==> config.mk <==
export PLATFORM = sky130hd
export DESIGN_NAME = moore_bit_serializer
export DESIGN_NICKNAME = d
export VERILOG_FILES = /design/src/rtl/moore_bit_serializer.sv
export SDC_FILE = /design/constraint.sdc
export NUM_CORES = 1
export LEC_CHECK = 0
export ABC_AREA = 1
export ABC_CLOCK_PERIOD_IN_PS = 1700
export CAP_MARGIN = 20
export CORE_ASPECT_RATIO = 0.75
export CORE_MARGIN = 2
export CORE_UTILIZATION = 45
export DETAILED_ROUTE_END_ITERATION = 12
export GPL_TIMING_DRIVEN = 1
export HOLD_SLACK_MARGIN = 0.06
export PLACE_DENSITY = 0.71
export SLEW_MARGIN = 20
export SYNTH_ARGS = -nofsm -noshare
export SYNTH_HDL_FRONTEND = slang
export SYNTH_SLANG_ARGS = --single-unit
export TNS_END_PERCENT = 100
==> constraint.sdc <==
create_clock -name clk -period 1.7 [get_ports clk]
set_clock_uncertainty 0.1 [all_clocks]
set_input_delay 0.34 -clock clk [delete_from_list [all_inputs] [get_ports clk]]
set_output_delay 0.34 -clock clk [all_outputs]
set_load 0.02 [all_outputs]
==> src/rtl/moore_bit_serializer.sv <==
// rtl/moore_bit_serializer.sv - parallel-to-serial front end feeding the Moore detector serial input
// Define SER_PARITY_EN to append an even-parity bit after the data bits of every word.
module moore_bit_serializer #(
  parameter int WIDTH      = 8,
  parameter bit MSB_FIRST  = 1'b1,
  parameter int GAP_CYCLES = 0,
  parameter bit IDLE_LEVEL = 1'b0
) (
  input  logic             clk,
  input  logic             rst,
  input  logic [WIDTH-1:0] din,
  input  logic             din_valid,
  output logic             din_ready,
  output logic             out,
  output logic             out_valid,
  output logic             busy,
  output logic             done
);

  localparam int            CW    = $clog2(WIDTH + 1);
  localparam logic [CW-1:0] LAST  = CW'(WIDTH);
  localparam logic [7:0]    GAP_N = 8'(GAP_CYCLES);

  typedef enum logic [1:0] {
    IDLE  = 2'd0,
    SHIFT = 2'd1,
`ifdef SER_PARITY_EN
    GAP   = 2'd2,
    PAR   = 2'd3
`else
    GAP   = 2'd2
`endif
  } state_t;

  state_t           state;
  logic [WIDTH-1:0] sreg;
  logic [CW-1:0]    cnt;
  logic [7:0]       gap_cnt;
  logic             word_end;
`ifdef SER_PARITY_EN
  logic             par;
`endif

  function automatic logic lead_bit(input logic [WIDTH-1:0] w);
    return MSB_FIRST ? w[WIDTH-1] : w[0];
  endfunction

  function automatic logic [WIDTH-1:0] advance(input logic [WIDTH-1:0] w);
    return MSB_FIRST ? (w << 1) : (w >> 1);
  endfunction

  // word_end marks the cycle whose bit is the final one of the word on `out`
  always_comb begin
`ifdef SER_PARITY_EN
    word_end = (state == PAR);
`else
    word_end = (state == SHIFT) && (cnt == LAST);
`endif
  end

  always_ff @(posedge clk or negedge rst) begin
    if (!rst) begin
      state     <= IDLE;
      sreg      <= '0;
      cnt       <= '0;
      gap_cnt   <= '0;
      din_ready <= 1'b0;
      out       <= IDLE_LEVEL;
      out_valid <= 1'b0;
      busy      <= 1'b0;
      done      <= 1'b0;
`ifdef SER_PARITY_EN
      par       <= 1'b0;
`endif
    end else begin
      done <= 1'b0;
      if (word_end) begin
        out       <= IDLE_LEVEL;
        out_valid <= 1'b0;
        cnt       <= '0;
        if (GAP_CYCLES > 0) begin
          state   <= GAP;
          gap_cnt <= 8'd1;
        end else begin
          state     <= IDLE;
          busy      <= 1'b0;
          din_ready <= 1'b1;
        end
      end else begin
        case (state)
          IDLE: begin
            if (din_valid && din_ready) begin
              sreg      <= advance(din);
              out       <= lead_bit(din);
              out_valid <= 1'b1;
              busy      <= 1'b1;
              din_ready <= 1'b0;
              cnt       <= CW'(1);
              state     <= SHIFT;
`ifdef SER_PARITY_EN
              par       <= ^din;
`endif
            end else begin
              din_ready <= 1'b1;
            end
          end
          SHIFT: begin
`ifdef SER_PARITY_EN
            if (cnt == LAST) begin
              out   <= par;
              done  <= 1'b1;
              state <= PAR;
            end else begin
              out  <= lead_bit(sreg);
              sreg <= advance(sreg);
              cnt  <= cnt + CW'(1);
            end
`else
            out  <= lead_bit(sreg);
            sreg <= advance(sreg);
            cnt  <= cnt + CW'(1);
            done <= (cnt == LAST - CW'(1));
`endif
          end
          GAP: begin
            if (gap_cnt >= GAP_N) begin
              state     <= IDLE;
              busy      <= 1'b0;
              din_ready <= 1'b1;
              gap_cnt   <= '0;
            end else begin
              gap_cnt <= gap_cnt + 8'd1;
            end
          end
          default: state <= IDLE;
        endcase
      end
    end
  end

endmodule

### Word level (Yosys, flattened, before mapping)

Cells that the tools add are included.

* word-level logic and storage cells: 61
* register bits after elaboration: 27
* bits in writable memories: 0
* memories kept: 0
* memory bits (read-only): 0
* latch bits: 0
* input bits: 11

* shifts and indexed selects: 0
* $add $sub $neg: 2
* div/mod/pow operators: 0
* multipliers: 0
* reduce and logical (&&, ||, !) cells: 15
* $lt $le $gt $ge: 1
* muxes and demuxes: 25
* eq/ne operators: 8
* bitwise logic cells: 1

Operators with widths (count)
* $mux W8: 2
* $pmux W8 S2: 1
* $mux W1: 12
* $reduce_and A3 Y1: 3
* $add A8 B1 Y8 const B: 1
* $ge A8 B1 Y1 const B: 1
* $mux W4: 2
* $pmux W4 S2: 1
* $reduce_and A2 Y1: 4
* $mux W2: 3
* $ne A3 B3 Y1 const B: 2
* $pmux W1 S2: 3
* $pmux W2 S3: 1
* $reduce_bool A2 Y1: 3
* $reduce_bool A3 Y1: 2
* $add A4 B1 Y4 const B: 1
* $eq A4 B3 Y1 const B: 1
* $eq A4 B4 Y1 const B: 1
* $ne A2 B2 Y1 const B: 2
* $eq A2 B1 Y1 const B: 1
* $eq A2 B2 Y1 const B: 1
* $logic_and A1 B1 Y1: 2
* $logic_not A2 Y1: 1
* $not A1 Y1: 1

### Longest topological paths before layout

Gate-level depths: netlist of run 1.

* word-level depth: 4
* gate-level depth with buffers: 7
* mapped depth without buffers: 7

### Worst setup path before layout of run 1

Ideal clock, no wire load.

* path type: register to register
* from: register cnt[0]
* to: register sreg[2]
* setup slack: 0.460 ns
* arrival time: 1.075 ns
* library setup time: 0.065 ns
* cell stages (with the launch flop): 7
* path through: dfrtp_1 > inv_1 > ha_1 > nand4_4 > nand2_4 > nand2_1 > nand2_1

* cells in the longest elaborated chain, start to end: 4

Ends and longest elaborated chain
* start, declared: RTL line 37 `logic [CW-1:0] cnt;`
* start signal, assigned: RTL line 121 `cnt <= cnt + CW'(1);`
* $eq A4 B4 Y1: RTL line 57 `word_end = (state == SHIFT) && (cnt == LAST);`
* $logic_and A1 B1 Y1: RTL line 57
* $not A1 Y1 (no source line)
* $reduce_and A3 Y1 (no source line)
* end signal, assigned: RTL line 93 `sreg <= advance(din);`
* end signal, assigned: RTL line 120 `sreg <= advance(sreg);`
* end, declared: RTL line 36 `logic [WIDTH-1:0] sreg;`

No other way between the ends.
A chain may end at the register's enable or synchronous reset.

### Worst setup path in the final report of run 1

* from: register done
* to: output port done

RTL lines
* start, declared: RTL line 17 `output logic done`
* start signal, assigned: RTL line 122 `done <= (cnt == LAST - CW'(1));`

No word-level cell between the ends.

==> results.py, run 1 <==
metrics = {
    "cts": {
        "clkTransAtPathRegs_ps": 90,
        "post_cts_buffers": 0,
        "clockBufferDepth": 2,
        "cts_tree": "done",
        "cts.htree.levels": 1,
        "cts.sinks": 16,
        "worst_skew_pair.late_latency_ps": 290,
        "cts_made_buffers": 3,
        "cts-root-buf": "clkbuf_4",
    },
    "floorplanning": {
        "die_y_um": 40.7,
        "start_util_pct": 47.4,
        "io_pins": 16,
        "die_x_um": 53.0,
        "die_area_sq_um": 2160,
        "core_sq_um": 1710,
        "rows": 13,
    },
    "global_route": {
        "grt_first_pass_wirelength_um": 2580,
        "antenna_found_initial": 0,
        "first_global_vias": 569,
        "grt_max_degree": 17,
        "grt_overflow_total": 0,
        "grt_use_total_pct": 17.4,
    },
    "yosys": {
        "async_reset_ff_share_pct": 100,
        "synth_top_area_share_pct": 49.5,
        "synth_seq_area_share_pct": 49.5,
        "synth_area_per_cell_sq_um": 7.94,
        "yosysMostFrequentCell": "nand2_1",
        "yosys_warnings": 0,
        "synth_nets": 115,
        "synth-seq-cells": 16,
        "syn_inst": 102,
        "synth_top_cells_by_count": "nand2_1 (52), dfrtp_1 (16), nand3_1 (9)",
        "synthTopCellsByArea": "dfrtp_1 (49%), nand2_1 (24%), nand3_1 (5.6%)",
        "netlist_area_sq_um": 810,
        "ys_dominant_reg_cell": "dfrtp_1",
        "synth-edff-count": 0,
        "yosysTopAreaCell": "dfrtp_1",
        "synth_cell_types": 16,
    },
    "timing": {
        "slew_violations": 0,
        "finalHoldViolCount": 0,
        "tns_ps": 0,
        "slew_headroom_pct": 77.5,
        "post-route-period-util_pct": 96.9,
        "setup_viol": 0,
        "hold_slack_ps": 251,
        "worst_pin_slew_ps": 337,
        "setup_ws_ps": 52.6,
        "fmaxAchievable_mhz": 607,
        "rsz0062_at_grt": "no",
        "min_period_ps": 1650,
    },
    "worst_setup_path": {
        "path_cells": "clkdlybuf4s50_1",
        "reg2reg_from": "cnt[0]",
        "slowest_delay_ps": 590,
        "rrSetupSlack_ps": 300,
        "critPathSlowestCell": "clkdlybuf4s50_1",
        "reg2reg_to": "sreg[6]",
        "setup.worst_path.start": "done",
        "path_buf_inv": 1,
        "cp-end-kind": "output port",
        "crit_end": "done",
        "crit_fanout": 1,
        "crit_family": "buffers and inverters",
        "crit_cells": 1,
        "cp.arrival_ps": 1210,
        "crit_type": "register to output port",
        "cp-start-kind": "register",
        "r2r_cells": 6,
        "required_ps": 1260,
    },
    "routing": {
        "wirelength_um": 1500,
        "num_vias": 672,
        "drtIter0Drc": 11,
        "avgViaCountPerCell": 4.73,
        "ant_nets": 0,
        "drcViolationCount": 0,
        "dr.pass1.iters": 4,
        "avgRoutedWirePerCell_um": 10.5,
    },
    "outcome": {
        "status": "complete, no violations",
    },
    "finish": {
        "regArea_sq_um": 400,
        "drive_gt1_share_pct": 9.17,
        "multi_input_area_sq_um": 360,
        "fin_util_pct": 58.8,
        "insertedDiodeCount": 0,
        "area_delta_synth_final_pct": 24.1,
        "final_cell_area_sq_um": 1000,
        "nets": 135,
        "fin_cells": 142,
        "fillers": 165,
    },
    "run": {
        "cap_violations": 0,
    },
    "place": {
        "place_ws_ps": 219,
        "place.port_buffers": 15,
        "dpl.hpwl_um": 1090,
        "routabilityCongestion": 0.714,
        "placedCellCount": 139,
        "post_dp_cell_area_sq_um": 987,
    },
    "pwr": {
        "p_per_area_nw_per_um2": 1500,
        "vdd_drop_max_mv": 0.952,
        "total_power_mw": 1.51,
        "p_leak_nw": 0.545,
    },
    "min_path": {
        "hold_path.class": "input pin to asynchronous set/reset pin",
    },
}
[area by class of cell]
class / instances / share of cell area [%]
sequential: 16 / 39.9
multi-input combinational: 75 / 35.9
timing repair buffer: 17 / 15.9
inverter: 9 / 3.36
tap: 22 / 2.74
clock buffer: 3 / 2.24
[repair_timing]
action,in CTS,in global routing
hold buffers,0,0
endpoints found under the setup margin,4,0
resized for setup,4,0
[cells in the final DEF, fill, tap and decap left out, types with 2 or more instances in the layout]
cell type        instances
inv_2                    2
inv_1                    7
nand2_1                 52
clkdlybuf4s50_1         11
nand2_4                  2
dfrtp_1                 16
buf_4                    2
nand3_1                  9
clkbuf_4                 3
ha_1                     2
dlygate4sd2_1            4
nor2_1                   3
[sequential cells by signal (all words and copies together), names as in the netlist]
name / flops
cnt: 4
din_ready: 1
done: 1
out: 1
out_valid: 1
sreg: 7
state: 1
[cell families after synthesis]
logic type / synth area share, %
buffers and inverters: 6.03
adder cells (fa/ha/maj): 3.09
flip-flops: 49.5
XOR/XNOR: 1.08
AO/OA/AOI/OAI: 1.85
AND/OR/NAND/NOR: 38.5
[report_power, final]
part / switching [mW] / internal, mW
sequential: 0.131 / 0.524
clock: 0.124 / 0.0825
combinational: 0.377 / 0.267
[routing by layer]
layer	vias up	GRT usage, %	share of wire, %
met1	302	24.6	53
met5	-	0	0
met4	0	3.85	0.67
li1	355	-	-
met3	3	6.57	5.0
met2	12	25.3	42
[worst min path at each step]
stage               startpoint       to  slack [ps]  cells after the start
global route               rst   cnt[3]         270                      2
finish                     rst   cnt[1]         250                      2
global placement       sreg[3]  sreg[3]         360                      2
CTS                        rst   cnt[1]         260                      2
floorplan                  rst   cnt[0]         -60                      0
detailed placement     sreg[3]  sreg[3]         360                      2
No activity file was read; power rests on OpenSTA's default activity.
==> run 2, diff against run 1 <==
Settings changed: CAP_MARGIN 20 to 10, HOLD_SLACK_MARGIN 0.06 to 0.02.
==> results of run 2 <==
Same layout as run 1: the final DEF is identical, and so are final timing and power.
